[src/rtl/ball_motion_ctrl.sv]
`timescale 1ns/1ps
// ball_motion_ctrl
//   Owns the pong ball position. A frame tick is derived from the VGA scan
//   position; the ball is served, moved every FRAMES_PER_MOVE ticks, bounced
//   off the screen walls and the paddle, and reset after a miss.
//
// Ports
//   clk_in    pixel clock
//   i_rst_n   asynchronous active-low reset
//   i_start   serve request (honoured in IDLE only)
//   i_x/i_y   current scan position
//   i_pad_y   paddle top edge, sampled on move steps
//   o_x_bola  ball left edge x
//   o_y_bola  ball top edge y
//   o_state   0 IDLE, 1 SERVE, 2 MOVE, 3 MISS
//   o_hit     one-cycle pulse on a paddle hit
//   o_miss    one-cycle pulse when the ball passes the paddle
//
// Optional feature macro: BALL_SPEEDUP_EN (speed grows by 1 on each paddle hit,
// saturating at 2*STEP, back to STEP on MISS).
module ball_motion_ctrl #(
    parameter int unsigned SCREEN_W        = 640,
    parameter int unsigned SCREEN_H        = 480,
    parameter int unsigned BALL_SIZE       = 8,
    parameter int unsigned STEP            = 4,
    parameter int unsigned FRAMES_PER_MOVE = 2,
    parameter int unsigned SERVE_FRAMES    = 30,
    parameter int unsigned START_X         = 260,
    parameter int unsigned START_Y         = 300,
    parameter int unsigned PAD_X           = 16,
    parameter int unsigned PAD_W           = 8,
    parameter int unsigned PAD_H           = 64
) (
    input  logic       clk_in,
    input  logic       i_rst_n,
    input  logic       i_start,
    input  logic [9:0] i_x,
    input  logic [8:0] i_y,
    input  logic [8:0] i_pad_y,
    output logic [9:0] o_x_bola,
    output logic [8:0] o_y_bola,
    output logic [1:0] o_state,
    output logic       o_hit,
    output logic       o_miss
);

    localparam logic [1:0] ST_IDLE  = 2'd0;
    localparam logic [1:0] ST_SERVE = 2'd1;
    localparam logic [1:0] ST_MOVE  = 2'd2;
    localparam logic [1:0] ST_MISS  = 2'd3;

    localparam int unsigned CNT_MAX = (SERVE_FRAMES > FRAMES_PER_MOVE) ? SERVE_FRAMES
                                                                       : FRAMES_PER_MOVE;
    localparam int unsigned CNT_W   = $clog2(CNT_MAX + 1);

    localparam logic signed [10:0] X_MAX   = 11'(SCREEN_W - BALL_SIZE);
    localparam logic signed [10:0] Y_MAX   = 11'(SCREEN_H - BALL_SIZE);
    localparam logic signed [10:0] X_PAD   = 11'(PAD_X + PAD_W);
    localparam logic signed [10:0] BALL_S  = 11'(BALL_SIZE);
    localparam logic signed [10:0] PAD_H_S = 11'(PAD_H);
    localparam logic signed [10:0] STEP_S  = 11'(STEP);

    // Reset asserts asynchronously; release is re-timed to clk_in.
    logic [1:0] rst_sync_q;
    logic       rst_n;

    always_ff @(posedge clk_in or negedge i_rst_n) begin
        if (!i_rst_n) rst_sync_q <= 2'b00;
        else          rst_sync_q <= {rst_sync_q[0], 1'b1};
    end
    assign rst_n = rst_sync_q[1];

    // Frame tick: edge-detected so a held end-of-frame position ticks once.
    logic at_end, at_end_q, tick_q;
    assign at_end = (i_x == 10'(SCREEN_W - 1)) && (i_y == 9'(SCREEN_H - 1));

    always_ff @(posedge clk_in or negedge rst_n) begin
        if (!rst_n) begin
            at_end_q <= 1'b0;
            tick_q   <= 1'b0;
        end else begin
            at_end_q <= at_end;
            tick_q   <= at_end & ~at_end_q;
        end
    end

    logic [1:0]       state_q, state_d;
    logic [9:0]       x_q, x_d;
    logic [8:0]       y_q, y_d;
    logic             dir_x_q, dir_x_d;   // 1 = +x
    logic             dir_y_q, dir_y_d;   // 1 = +y
    logic [CNT_W-1:0] cnt_q, cnt_d;
    logic             hit_q, hit_d, miss_q, miss_d;
    logic signed [10:0] spd;

`ifdef BALL_SPEEDUP_EN
    localparam logic signed [10:0] SPD_MAX = 11'(2 * STEP);
    logic signed [10:0] spd_q, spd_d;
    assign spd = spd_q;
`else
    assign spd = STEP_S;
`endif

    logic signed [10:0] nx, ny, ny_res, pad_s;
    logic               y_dir_res, overlap;

    always_comb begin
        nx    = $signed({1'b0, x_q}) + (dir_x_q ? spd : -spd);
        ny    = $signed({2'b00, y_q}) + (dir_y_q ? spd : -spd);
        pad_s = $signed({2'b00, i_pad_y});
        y_dir_res = dir_y_q;
        ny_res    = ny;
        if (ny <= 11'sd0) begin
            ny_res    = 11'sd0;
            y_dir_res = 1'b1;
        end else if (ny >= Y_MAX) begin
            ny_res    = Y_MAX;
            y_dir_res = 1'b0;
        end
        // Paddle overlap uses the wall-resolved y.
        overlap = ((ny_res + BALL_S) > pad_s) && (ny_res < (pad_s + PAD_H_S));
    end

    always_comb begin
        state_d = state_q;
        x_d     = x_q;
        y_d     = y_q;
        dir_x_d = dir_x_q;
        dir_y_d = dir_y_q;
        cnt_d   = cnt_q;
        hit_d   = 1'b0;
        miss_d  = 1'b0;
`ifdef BALL_SPEEDUP_EN
        spd_d   = spd_q;
`endif
        case (state_q)
            ST_IDLE: begin
                x_d = 10'(START_X);
                y_d = 9'(START_Y);
                if (i_start) begin
                    state_d = ST_SERVE;
                    cnt_d   = '0;
                    dir_x_d = 1'b1;
                    dir_y_d = 1'b0;
                end
            end
            ST_SERVE: begin
                if (tick_q) begin
                    if (cnt_q == CNT_W'(SERVE_FRAMES - 1)) begin
                        state_d = ST_MOVE;
                        cnt_d   = '0;
                    end else begin
                        cnt_d = cnt_q + CNT_W'(1);
                    end
                end
            end
            ST_MOVE: begin
                if (tick_q) begin
                    if (cnt_q == CNT_W'(FRAMES_PER_MOVE - 1)) begin
                        cnt_d   = '0;
                        y_d     = ny_res[8:0];
                        dir_y_d = y_dir_res;
                        if (nx >= X_MAX) begin
                            x_d     = X_MAX[9:0];
                            dir_x_d = 1'b0;
                        end else if (nx <= X_PAD) begin
                            if (!dir_x_q && overlap) begin
                                x_d     = X_PAD[9:0];
                                dir_x_d = 1'b1;
                                hit_d   = 1'b1;
`ifdef BALL_SPEEDUP_EN
                                if (spd_q < SPD_MAX) spd_d = spd_q + 11'sd1;
`endif
                            end else begin
                                state_d = ST_MISS;
                                miss_d  = 1'b1;
                                x_d     = 10'(START_X);
                                y_d     = 9'(START_Y);
`ifdef BALL_SPEEDUP_EN
                                spd_d   = STEP_S;
`endif
                            end
                        end else begin
                            x_d = nx[9:0];
                        end
                    end else begin
                        cnt_d = cnt_q + CNT_W'(1);
                    end
                end
            end
            default: begin
                // MISS lasts one cycle; a start request here is dropped.
                state_d = ST_IDLE;
            end
        endcase
    end

    always_ff @(posedge clk_in or negedge rst_n) begin
        if (!rst_n) begin
            state_q <= ST_IDLE;
            x_q     <= 10'(START_X);
            y_q     <= 9'(START_Y);
            dir_x_q <= 1'b1;
            dir_y_q <= 1'b0;
            cnt_q   <= '0;
            hit_q   <= 1'b0;
            miss_q  <= 1'b0;
        end else begin
            state_q <= state_d;
            x_q     <= x_d;
            y_q     <= y_d;
            dir_x_q <= dir_x_d;
            dir_y_q <= dir_y_d;
            cnt_q   <= cnt_d;
            hit_q   <= hit_d;
            miss_q  <= miss_d;
        end
    end

`ifdef BALL_SPEEDUP_EN
    always_ff @(posedge clk_in or negedge rst_n) begin
        if (!rst_n) spd_q <= STEP_S;
        else        spd_q <= spd_d;
    end
`endif

    assign o_x_bola = x_q;
    assign o_y_bola = y_q;
    assign o_state  = state_q;
    assign o_hit    = hit_q;
    assign o_miss   = miss_q;

endmodule

[config.mk]
export PLATFORM = sky130hd
export DESIGN_NAME = ball_motion_ctrl
export DESIGN_NICKNAME = d
export VERILOG_FILES = /design/src/rtl/ball_motion_ctrl.sv
export SDC_FILE = /design/constraint.sdc
export NUM_CORES = 1
export LEC_CHECK = 0
export ABC_AREA = 1
export BUFFER_PORTS_ARGS = -buffer_cell sky130_fd_sc_hd__buf_2
export CORE_UTILIZATION = 55
export CTS_BUF_LIST = sky130_fd_sc_hd__clkbuf_4 sky130_fd_sc_hd__clkbuf_8
export CTS_CLUSTER_SIZE = 10
export DETAILED_ROUTE_END_ITERATION = 8
export PLACE_DENSITY = 0.77
export REMOVE_ABC_BUFFERS = 1
export SYNTH_ARGS = -nofsm -noshare
export SYNTH_HDL_FRONTEND = slang
export SYNTH_SLANG_ARGS = --single-unit
[constraint.sdc]
create_clock -name clk_in -period 1.4 [get_ports clk_in]
set_clock_uncertainty 0.1 [all_clocks]
set_input_delay 0.14 -clock clk_in [delete_from_list [all_inputs] [get_ports clk_in]]
set_output_delay 0.14 -clock clk_in [all_outputs]
set_load 0.03 [all_outputs]
==> results.txt, run 1 <==
Endpoint with the least setup slack after the last global-route repair: o_y_bola[8]$_DFFE_PN1P_/D. The number of buffers added by the clock tree synthesis step was 5; the total number of H-tree levels was 2. In this run the horizontal extent of the chip is 79.54 µm.

The number of different library cells used by synthesis comes to 46. The die is 79.54 µm tall. Once the floorplan was initialized, standard cells occupied 58.62% of the core. Counting flops with an async set or reset pin after synthesis yields a share of 100.0%. The tools report the step where the flow halted as global routing. The largest net degree at the start of global routing was 31. Yosys mapped a number of flops with a built-in enable equal to 0. The run gives 0 as the yosys synthesis warning count.

Synthesis produced a netlist whose cell count is 464. In this run, placement finished with an instance count of 684. 54 I/O pins were placed. The number of flip-flops and latches in the synthesized netlist was 32. The first error in the log reads "[ERROR DPL-0038] Utilization greater than 100%, impossible to legalize". The flow did not finish. Buffers placed on the I/O ports in this run total 51. The clock passes through at most 2 buffers. OpenSTA, run right after detailed placement, puts the worst setup slack at -2.638 ns. The worst endpoint type was a register input. The clock net sink count is 32, and the number of rows in the core area is 27.

The congestion estimate from routability-driven global placement came to 0.9311. The fraction of the yosys area taken by sequential cells is 24.48%, and the netlist area before placement is 3307 µm². Detailed placement ended at an HPWL of 7315 µm.

Clock root buffer master: sky130_fd_sc_hd__clkbuf_8. The synthesized area per cell is 7.127 µm². For this run, the leading register cell type out of synthesis is sky130_fd_sc_hd__dfrtp_1.
synth_stat cells, types with 4 or more instances:
cell	instances	area, µm²
sky130_fd_sc_hd__o21ai_1	4	20.02
sky130_fd_sc_hd__dfstp_2	7	183.9
sky130_fd_sc_hd__o21ai_0	15	75.07
sky130_fd_sc_hd__a21oi_2	5	43.79
sky130_fd_sc_hd__nand2_1	103	386.6
sky130_fd_sc_hd__nand3_2	9	90.09
sky130_fd_sc_hd__nand4_1	11	68.82
sky130_fd_sc_hd__nor2_1	33	123.9
sky130_fd_sc_hd__a21oi_1	23	115.1
sky130_fd_sc_hd__inv_1	74	277.8
sky130_fd_sc_hd__nand2_2	5	31.28
sky130_fd_sc_hd__nand3_1	50	250.2
sky130_fd_sc_hd__ha_1	41	513.0
sky130_fd_sc_hd__dfrtp_1	25	625.6
through the flow:
stage / instance area (µm²) / hold WS [ns] / util [%]
after detailed placement: 4409 / -0.1728 / 78.15
after global placement: 4409 / -0.1748 / 78.15
after floorplan: 3276 / -0.2556 / -
after CTS: 5160 / 0.002495 / 91.46
repair_timing:
item,CTS
hold buffers,1
setup buffers,15
resized for setup,122
endpoints found under the setup margin,28
gates cloned,1
hold endpoints to repair,2
pin swaps,40
cells by family after synthesis:
group	Yosys count	share of synthesized area, %
compound gates	56	9.913
buf+inv	83	10.03
xor+xnor	5	1.324
flops	32	24.48
fa+ha+maj	43	16.72
other cells	2	0.2271
simple gates	243	37.31
==> inputs of run 2 (changes only) <==
- CORE_UTILIZATION: 55 -> 40
- CTS_BUF_LIST: sky130_fd_sc_hd__clkbuf_4 sky130_fd_sc_hd__clkbuf_8 -> unset
- CTS_CLUSTER_SIZE: 10 -> unset
- PLACE_DENSITY: 0.77 -> unset
- PLACE_DENSITY_LB_ADDON: unset -> 0.15
==> run 2 against run 1 <==
Synthesized cell count is the same. Area after synthesis is the same. The flow now finishes, with violations (negative setup slack).
==> results.txt, run 2 <==
The flow ran to the end, but the final reports show violations. The checks that failed: negative setup slack. After routing the design area is 5622 µm².

Global routing consumed, over all layers together, 23.80% of the routing resources. The first global-routing pass estimated 16680 µm of wire. Dividing the detail-routed via count by the number of cells gives 4.967. The clock net sink count is 32 (unchanged). The setup check on the worst reg-to-reg path leaves a slack of -2.48 ns. Yosys attributes the largest share of cell area to sky130_fd_sc_hd__dfrtp_1, sky130_fd_sc_hd__ha_1, sky130_fd_sc_hd__nand2_1. The logs give 1.47 ns for the required time of the worst setup path and 46 (unchanged) for the number of distinct library cell variants in the gate-level netlist after synthesis.

The floorplan die width came out at 92.93 µm (+17%). Summed over all instances, the cell type with the most area after synthesis is sky130_fd_sc_hd__dfrtp_1. In this run the remaining antenna-violating nets after routing total 0. The commonest cells after synthesis are sky130_fd_sc_hd__nand2_1, sky130_fd_sc_hd__inv_1, sky130_fd_sc_hd__nand3_1, sky130_fd_sc_hd__ha_1, sky130_fd_sc_hd__nor2_1. The standard cell area after detailed placement is 4497 µm² (+2.0%).

The height of the die works out to 92.93 µm (+17%). The filler cells instantiated in the layout total 600. The number of hold violations in the final report was 0. In this run the critical register-to-register path is captured at o_y_bola[0]$_DFFE_PN0P_. The tools report the insertion delay to the later sink of the worst-skew pair as 0.29 ns. The tools report the kind of launch point of the worst setup path as a flip-flop.

The synthesized area per cell is 7.127 µm² (unchanged). The worst setup path category is reg2reg. The number of max-cap violations was 0. Setup violations remaining at the end of the flow were counted as 28. Setup repair after global routing could not meet its margin everywhere. Wire length per cell after detailed routing: 13.81 µm. The I/O pin count was 54 (unchanged).

Cells with a size suffix above 1 make up 53.73% of the layout. For the number of max-slew violations in the final report, the log shows 0. In the post-synthesis netlist, the cell with the most instances is sky130_fd_sc_hd__nand2_1. Counting I/O delays and the setup requirement, the final critical path takes 3.878 ns. Die area: 8635 µm².

Leaving out fill and tap cells, the most frequent cell in the layout is sky130_fd_sc_hd__buf_4. Endpoint class of the critical path: a flip-flop. The number of nets in the layout is 730, and the antenna cell count is 0. For the final RePlAce weighted congestion, the log shows 0.8297 (-11%). The initial antenna violation count came out at 0. The iteration-0 DRC count of the detailed router was 195.

The tools report the origin of the worst setup path as o_y_bola[3]$_DFFE_PN1P_. The share of async-settable or async-resettable flops after synthesis was 100.0% (unchanged); the count of input and output buffers was 51 (unchanged). In this run the most critical hold path is launched from i_x[7].

The post-route worst setup slack came out at -2.478 ns. The netlist area before placement is 3307 µm² (unchanged), and the post-synthesis instance total is 464 (unchanged). The share of the synthesized area in the top cell type was 18.92% (unchanged). The min-delay analysis places its worst path in the category in2reg. The final HPWL from detailed placement was 7295 µm (-0.27%); the depth of the worst hold-timing path was 3. After clock tree synthesis, the clock-pin slew on the worst setup and hold paths is 0.06 ns.

The starting utilization of the core area was 42.14% (-16 points). Compared with the post-synthesis result, the final layout area differs by 70.00%. The logs give 3.95 ns for the arrival time at the worst endpoint and 32 (+19%) for the number of rows in the core area. For hold timing, the worst endpoint is at_end_q$_DFF_PN0_. In the layout the commonest cells are sky130_fd_sc_hd__buf_4, sky130_fd_sc_hd__nand2_1, sky130_fd_sc_hd__inv_1.

Static timing analysis puts the maximum clock frequency at 257.9 MHz. The run gives 30 as the largest net degree at the start of global routing. The most used flip-flop cell after synthesis is sky130_fd_sc_hd__dfrtp_1. After layout, the worst path uses 277.0% of the clock period. TritonCTS built the clock tree. In this run the critical register-to-register path is launched from o_y_bola[3]$_DFFE_PN1P_. The first detailed-routing pass took 4 iterations. The clock root buffer master is sky130_fd_sc_hd__clkbuf_8. The register with the most flip-flops in the layout has 9 of them. The fraction of the yosys area taken by sequential cells was 24.48% (unchanged); the number of flip-flops and latches in the synthesized netlist was 32 (unchanged). The count of unresolved DRC violations after routing came out at 0.

In this run the worst path has a maximum fanout of 5. The logs give 0 for the final global-route overflow total and 0 (unchanged) for the yosys synthesis warning count. The run gives 5 (unchanged) as the number of buffers added by the clock tree synthesis step. The total number of H-tree levels was 2 (unchanged); the via total after detailed routing was 3770. The tools report the buffer depth of the longest clock path as 2 (unchanged). The tools report the worst setup slack before clock tree synthesis as -2.748 ns (-0.1092 ns). The floorplan step defined a core boundary enclosing 7848 µm². Number of global-route vias before repair: 3765. The number of enable flip-flop cells after synthesis works out to 0 (unchanged). The number of cells on the worst reg-to-reg path works out to 26.

Final routed wirelength across all metal layers: 10490 µm.
[run 2: worst max path at each step]
stage	depth (start not counted)	endpoint
CTS	29	o_y_bola[8]$_DFFE_PN1P_
global placement	28	o_state[0]$_DFFE_PN0P_
detailed placement	29	o_y_bola[8]$_DFFE_PN1P_
global route	27	o_state[1]$_DFFE_PN0P_
finish	26	o_y_bola[0]$_DFFE_PN0P_
floorplan	28	o_state[0]$_DFFE_PN0P_
[run 2: cell type report]
| class | instances | area, µm² | area share, % |
|---|---|---|---|
| inverters | 78 | 306.5 | 5.453 |
| well taps | 102 | 127.6 | 2.270 |
| flip-flops and latches | 32 | 809.5 | 14.40 |
| clock buffers | 8 | 80.08 | 1.424 |
| repair buffers | 188 | 1430 | 25.44 |
| multi-input cells | 351 | 2868 | 51.01 |
[run 2: per-stage QoR]
stage / utilization (%) / TNS [ns] / hold slack, ns / cells
2_1_floorplan: - / -53.43 / -0.2556 / 461
3_3_place_gp: 57.30 / -52.02 / -0.1735 / 719
3_5_place_dp: 57.30 / -55.90 / -0.1721 / 719
4_1_cts: 65.15 / -49.49 / 0.01151 / 744
5_1_grt: 71.64 / -55.62 / 0.03388 / 759
6_report: 71.64 / -50.69 / 0.01401 / 759
[run 2: routing by layer]
metal	vias to the layer above	wire (µm)	GRT usage [%]
li1	1903	-	-
met1	1759	4293	27.68
met2	81	5658	44.79
met3	27	300	3.366
met4	0	232	6.795
met5	-	0	0
[run 2: kinds of logic after synthesis]
group	Yosys count	synth area share, %
other	2	0.2271
XOR/XNOR	5	1.324
flip-flops	32	24.48
buffers and inverters	83	10.03
AND/OR/NAND/NOR	243	37.31
AO/OA/AOI/OAI	56	9.913
adder cells (fa/ha/maj)	43	16.72
[run 2: repair_timing]
item	in CTS	in global routing
hold buffers	2	0
gates cloned	1	0
hold endpoints to repair	3	0
endpoints found under the setup margin	28	32
resized for setup	98	97
buffers inserted	14	16
pin swaps	36	55
[run 2: critical path, cell delays in order (launching register included)]
cell	delay, ns
sky130_fd_sc_hd__dfstp_2	0.54
sky130_fd_sc_hd__inv_2	0.04
sky130_fd_sc_hd__fa_2	0.40
sky130_fd_sc_hd__buf_6	0.14
sky130_fd_sc_hd__xnor2_4	0.18
sky130_fd_sc_hd__nand2_1	0.10
sky130_fd_sc_hd__a21oi_2	0.15
sky130_fd_sc_hd__nand3_2	0.10
sky130_fd_sc_hd__nand2_2	0.10
sky130_fd_sc_hd__buf_6	0.10
sky130_fd_sc_hd__nor2_4	0.03
sky130_fd_sc_hd__nor2_4	0.13
sky130_fd_sc_hd__ha_4	0.17
sky130_fd_sc_hd__xor2_1	0.16
sky130_fd_sc_hd__ha_1	0.26
sky130_fd_sc_hd__nand2_2	0.08
sky130_fd_sc_hd__inv_2	0.04
sky130_fd_sc_hd__o21ai_1	0.06
sky130_fd_sc_hd__nand2_1	0.07
sky130_fd_sc_hd__nand2_1	0.08
sky130_fd_sc_hd__nand3_2	0.06
sky130_fd_sc_hd__o21ai_2	0.08
sky130_fd_sc_hd__nor2_4	0.06
sky130_fd_sc_hd__nand3b_4	0.23
sky130_fd_sc_hd__buf_12	0.18
sky130_fd_sc_hd__nand3_2	0.06
sky130_fd_sc_hd__o21ai_2	0.07
Power of run 2 is not shown: default switching activity piles up to over one toggle a cycle in this logic, so the estimate is an artifact.
